`src/rtl/tmr_vote_monitor.sv`:
```
// ---------------------------------------------------------------------------
// tmr_vote_monitor
//
// Registered bitwise triple-modular-redundancy vote stage with per-channel
// health tracking. The three redundant channel words are voted bit by bit.
// The voted word and the per-channel disagreement flags are registered one
// cycle after a valid sample. Each channel has a saturating counter of
// consecutive disagreements. A channel that reaches FAULT_LIMIT in a row gets
// a sticky fault flag. A saturating total counts every sample that had any
// disagreement.
//
// Optional feature macro: TMR_FAULT_IRQ_EN
//   defined     : fault_irq pulses for one cycle when any fault bit rises.
//   not defined : fault_irq is tied low and the port stays present.
//
// Ports
//   clk        in   rising-edge clock
//   rst        in   synchronous active-high reset, highest priority
//   in_valid   in   a/b/c carry a sample this cycle
//   a, b, c    in   [WIDTH-1:0] redundant channel words
//   clr_fault  in   clears fault flags and consecutive counters
//   out_valid  out  vote/mismatch belong to a sample this cycle
//   vote       out  [WIDTH-1:0] bitwise majority of the captured sample
//   mismatch   out  [2:0] bit0=A, bit1=B, bit2=C disagree with vote
//   fault      out  [2:0] sticky per-channel fault, same bit order
//   err_total  out  [TOTAL_W-1:0] saturating count of disagreeing samples
//   fault_irq  out  one-cycle pulse on a new fault (macro-gated)
// ---------------------------------------------------------------------------
module tmr_vote_monitor #(
   parameter int WIDTH       = 8,
   parameter int FAULT_LIMIT = 4,
   parameter int TOTAL_W     = 16
) (
   input  logic               clk,
   input  logic               rst,
   input  logic               in_valid,
   input  logic [WIDTH-1:0]   a,
   input  logic [WIDTH-1:0]   b,
   input  logic [WIDTH-1:0]   c,
   input  logic               clr_fault,
   output logic               out_valid,
   output logic [WIDTH-1:0]   vote,
   output logic [2:0]         mismatch,
   output logic [2:0]         fault,
   output logic [TOTAL_W-1:0] err_total,
   output logic               fault_irq
);

   localparam logic [3:0]         LIMIT     = 4'(FAULT_LIMIT);
   localparam logic [TOTAL_W-1:0] TOTAL_MAX = {TOTAL_W{1'b1}};
   localparam logic [TOTAL_W-1:0] TOTAL_ONE = {{(TOTAL_W-1){1'b0}}, 1'b1};

   logic [WIDTH-1:0]   vote_s;
   logic [2:0]         mis_s;
   logic [2:0][3:0]    cnt_r;
   logic [2:0][3:0]    cnt_nxt_s;
   logic [2:0]         fault_nxt_s;
   logic [TOTAL_W-1:0] err_nxt_s;
   logic               irq_nxt_s;

   // Bitwise majority of the incoming sample and per-channel disagreement.
   always_comb begin
      vote_s = (a & b) | (b & c) | (a & c);
      mis_s  = {|(c ^ vote_s), |(b ^ vote_s), |(a ^ vote_s)};
   end

   // Consecutive-disagreement counters and sticky fault flags.
   // clr_fault wins over a simultaneous sample, whose counter update is lost.
   // A fault bit only rises on the edge where its counter reaches the limit;
   // once set it simply holds, so repeated limit hits cannot re-pulse it.
   always_comb begin
      cnt_nxt_s   = cnt_r;
      fault_nxt_s = fault;
      for (int i = 0; i < 3; i++) begin
         if (clr_fault) begin
            cnt_nxt_s[i] = 4'd0;
         end else if (in_valid) begin
            if (!mis_s[i]) begin
               cnt_nxt_s[i] = 4'd0;
            end else if (cnt_r[i] >= LIMIT) begin
               cnt_nxt_s[i] = LIMIT;
            end else begin
               cnt_nxt_s[i] = cnt_r[i] + 4'd1;
            end
         end else begin
            cnt_nxt_s[i] = cnt_r[i];
         end

         if (clr_fault) begin
            fault_nxt_s[i] = 1'b0;
         end else if (cnt_nxt_s[i] == LIMIT) begin
            fault_nxt_s[i] = 1'b1;
         end else begin
            fault_nxt_s[i] = fault[i];
         end
      end
   end

   // Saturating total of samples with any disagreement; rst is the only clear.
   always_comb begin
      if (in_valid && (mis_s != 3'b000) && (err_total != TOTAL_MAX)) begin
         err_nxt_s = err_total + TOTAL_ONE;
      end else begin
         err_nxt_s = err_total;
      end
   end

   // New-fault pulse: one cycle for any 0->1 transition, however many bits.
`ifdef TMR_FAULT_IRQ_EN
   always_comb begin
      irq_nxt_s = |(fault_nxt_s & ~fault);
   end
`else
   always_comb begin
      irq_nxt_s = 1'b0;
   end
`endif

   // Output and state registers; reset has priority over everything.
   always_ff @(posedge clk) begin
      if (rst) begin
         out_valid <= 1'b0;
         vote      <= {WIDTH{1'b0}};
         mismatch  <= 3'b000;
         fault     <= 3'b000;
         err_total <= {TOTAL_W{1'b0}};
         fault_irq <= 1'b0;
         cnt_r     <= {3{4'd0}};
      end else begin
         out_valid <= in_valid;
         if (in_valid) begin
            vote     <= vote_s;
            mismatch <= mis_s;
         end else begin
            vote     <= vote;
            mismatch <= mismatch;
         end
         fault     <= fault_nxt_s;
         err_total <= err_nxt_s;
         fault_irq <= irq_nxt_s;
         cnt_r     <= cnt_nxt_s;
      end
   end

endmodule
```
`config.mk`:
```
export PLATFORM = sky130hd
export DESIGN_NAME = tmr_vote_monitor
export DESIGN_NICKNAME = d
export VERILOG_FILES = /design/src/rtl/tmr_vote_monitor.sv
export SDC_FILE = /design/constraint.sdc
export NUM_CORES = 1
export LEC_CHECK = 0
export ABC_AREA = 1
export BUFFER_PORTS_ARGS = -buffer_cell sky130_fd_sc_hd__buf_2
export CAP_MARGIN = 40
export CORE_AREA = 4 4 120 65
export CTS_BUF_LIST = sky130_fd_sc_hd__clkbuf_8
export DETAILED_ROUTE_END_ITERATION = 8
export DIE_AREA = 0 0 124 69
export PLACE_DENSITY_LB_ADDON = 0.15
export SETUP_SLACK_MARGIN = 0.02
export SLEW_MARGIN = 20
export SYNTH_ARGS = -nofsm -noshare
export SYNTH_HDL_FRONTEND = slang
export SYNTH_SLANG_ARGS = --single-unit
```
`constraint.sdc`:
```
create_clock -name clk -period 1.9 [get_ports clk]
set_input_delay 0.095 -clock clk [delete_from_list [all_inputs] [get_ports clk]]
set_output_delay 0.095 -clock clk [all_outputs]
set_load 0.005 [all_outputs]
```
# After elaboration in Yosys (flattened, before gate mapping)
# Index checks and enable logic that the tools add are counted.
# W data, S select, Z words.
totals:
  memories: 0
  mem_bits_rw: 0
  input_bits: 28
  out_inout_bits: 32
  latchBits: 0
  reg_bits: 43
  mem_bits_ro: 0
classes:
  div: 0
  mul: 0
  bitwise: 8
  n_eq_ne: 4
  muxes: 12
  add_sub_neg: 4
  n_reduce_logical: 7
  n_lt_le_gt_ge: 3
  shifts: 0
op_table:
  columns: ["op", "n"]
  rows:
  - ["$mux W4", 12]
  - ["$and A8 B8 Y8", 3]
  - ["$reduce_or A8 Y1", 3]
  - ["$xor A8 B8 Y8", 3]
  - ["$add A16 B1 Y16 const B", 1]
  - ["$ne A16 B16 Y1 const B", 1]
  - ["$or A8 B8 Y8", 2]
  - ["$add A4 B1 Y4 const B", 3]
  - ["$eq A4 B3 Y1 const B", 3]
  - ["$ge A4 B3 Y1 const B", 3]
  - ["$reduce_bool A3 Y1", 1]
  - ["$logic_and A1 B1 Y1", 2]
  - ["$reduce_or A2 Y1", 1]

# Longest topological paths before layout
logic_depth:
  ltp_word: 9
  mapped_depth: 13
  depth_no_buf: 13

# Least setup slack after synthesis
# Ideal clock, no wire load.
synth_timing:
  path_type: "reg-to-reg"
  from: "register err_total[0]"
  to: "register err_total[10]"
  stages_incl_launch_ff: 10
  setup_ps: 141
  period_less_slack_ps: 1697
  setup_slack_ps: 203
  arrival_time_ps: 1557
  required_ps: 1759
  path_cell_list: "dfxtp_1 > ha_1 > nand2_1 > nor2_2 > nand2_2 > nor2_2 > nand2_2 > clkbuf_1 > nand3_1 > a21oi_2"
synth_between:
  elab_chain_len: 2
synth_rtl:
  columns: ["item", "line_no", "text"]
  rows:
  - ["start, declared", "45", "output logic [TOTAL_W-1:0] err_total,"]
  - ["start signal, assigned", "126", "err_total <= {TOTAL_W{1'b0}};"]
  - ["start signal, assigned", "139", "err_total <= err_nxt_s;"]
  - ["branches (longest 2 deep; another with $add A16 B1 Y16)", null, null]
# Several ways; the timed one is not identified.
# A chain may end at the register's enable or synchronous reset.

# Worst setup path in the final report
layout_timing:
  from: "register err_total[0]"
  to: "register err_total[14]"
# Same word-level chain as after synthesis.

==> metrics.txt <==
status finished, final reports clean; drt drc 0; drt wl/cell 11.3 microns; synthesized area per cell 6.70 sq um; Max Freq 582 MHz; CTS tree built; Syn-to-layout area delta 20.4%; Post-Syn Nets 422; first-pass GRT wire length 10,400 microns; Setup Viol. Count Final 0; TritonCTS Buffers 5; CTS H-tree depth 2; min cycle time layout 1.72 ns; Post-synth top cells nand2_1 (91), nand3_1 (45), dfxtp_1 (43); Initial DRC Count 108; GPL Wtd Cong 0.813; filler cell count 715; maximum vdd drop 240 uV; Die Wd 124 microns; post-synthesis cell area 2610 sq um; FP Rows 21; crit end category flip-flop; clock sinks 43; number of flops mapped to enable cells by yosys 0; flops & latches, synth 43; Max-Cap Viols 0; Port Buffers 58; layout cells sized above 1 25.8%; Core Footprint 6600 sq um; vias in the first global route 2,364; cts hold-fix bufs 0; Startpoint Class flip-flop; Skew-Pair Late Insertion Delay 0.30 ns; Async SR Flop Fraction 0%; Crit Path Category reg -> reg; Max Transition Viols Final 0; remaining global-route overflow 0; CTS max path bufs 2; post-synthesis instance total 390; Via density 4.76; Ys Warns 0; I/O pins 60; clk slew on worst S/H paths 0.09 ns; initial antenna violation count 0; dpl cells 542; reg2reg setup slack 0.18 ns; Final Cycle Share 90.5%; Via Count 2,618; CP max FO 9; pin count of the biggest net entering global routing 33; ANT cells 0; drt first pass iters 4; detailed placer's ending HPWL 4670 microns; RSZ-0062 raised after global routing false; die area 8560 sq um; WL final 6190 microns; synth unique cells 31; root buf cell clkbuf_8; final hold vios 0; setup_tns 0 ns; Total GRT Usage 14.7%; Die Y 69 microns; Post-synth top flop dfxtp_1; Starting Density 39.6%; actual slew at the worst max-slew pin 0.573 ns; cell taking the most area after synthesis dfxtp_1; top cell type's share of synthesized area 33.0%; Req. time, crit path 2.07 ns; Layout Nets 489; Arr. time, crit path 1.89 ns; clock skew 0.00860 ns; sequential share of the synthesized area 33.0%; pwr/cell area 580 nW/um^2; Synth area leaders dfxtp_1 (33%), nand2_1 (13%), nand3_1 (8.6%); Hold Crit Class in -> reg; Final Instance Count excl. Fillers 550; post-route ant nets 0; worst rel slew slack 61.8%; static leakage 1.53 nW; most common cell in the netlist nand2_1
==> cells in the final DEF (no fill, tap or decap), types with 5 or more instances in the layout <==
master	count
a31oi_1	8
xnor2_1	6
clkbuf_8	5
inv_2	6
o21ai_0	17
buf_4	13
nand2_1	91
a21oi_1	20
xor2_1	7
buf_2	58
inv_1	35
a21oi_2	10
dfxtp_1	43
o21ai_1	6
nand4_1	6
nand3b_1	6
nor2_1	37
nand3_1	45
nand2_2	16
==> metal layers <==
layer,vias up,wire (microns),track usage (%)
li1,1420,-,-
met4,0,43,3.40
met2,39,2710,24.2
met5,-,0,0
met3,5,289,3.51
met1,1154,3150,19.3
==> registers in the layout (all words and copies together), names as in the netlist <==
name and cells:
mismatch 3, out_valid 1, err_total 16, cnt_r 12, vote 8, fault 3
==> where the power goes <==
part           switching (mW)  leakage, nW  internal (mW)
clock                   0.321       0.0505          0.248
sequential             0.0138        0.351          0.930
combinational           0.192         1.13          0.121
total                   0.527         1.53           1.30
==> cell type report <==
class                      instances  area (sq um)  share of cell area, %
tap                               92           115                   3.66
timing repair buffer              71           388                   12.3
sequential                        43           861                   27.4
clock buffer                       5          68.8                   2.19
inverter                          39           146                   4.65
multi-input combinational        297          1550                   49.4
clock inverter                     3          12.5                  0.398
==> through the flow <==
stage	cell area [sq um]	worst slack (ns)	power [mW]	utilization (%)	hold WS, ns
floorplan	2610	0.203	1.16	-	0.271
global placement	3050	0.214	1.28	46.3	0.426
detailed placement	3050	0.171	1.28	46.3	0.425
CTS	3130	0.144	1.86	47.5	0.100
global route	3150	0.0390	1.93	47.7	0.127
finish	3150	0.181	1.83	47.7	0.109
==> cells by family (layout without fill, tap and decap cells) <==
group,count (synthesis),in the layout,share of synthesized area [%]
AO/OA/AOI/OAI,66,66,14.9
XOR/XNOR,13,13,4.36
adder cells (fa/ha/maj),4,4,1.92
buffers and inverters,50,118,8.09
flip-flops,43,43,33.0
other,1,1,0.144
AND/OR/NAND/NOR,213,213,37.6
==> worst max-delay path: stages, from the launching register on <==
cell	delay, ns
dfxtp_1	0.34
ha_1	0.18
nand2_1	0.11
nor2_2	0.19
nand2_2	0.09
nor2_2	0.18
nand2_4	0.14
buf_4	0.21
nand3_1	0.11
a21oi_2	0.06
==> path summary, 6_finish.rpt <==
path / startpoint / end / cells past startpoint
hold reg to reg: fault[2] / fault[2] / 2
setup reg to reg: err_total[0] / err_total[14] / 9
setup / recovery: err_total[0] / err_total[14] / 9
hold / removal: a[0] / vote[0] / 3
==> repair_timing <==
action	CTS	global route
endpoints found under the setup margin	0	13
resized for setup	0	2
buffers inserted	0	0
Note: power is estimated with default switching activity, not from simulation.
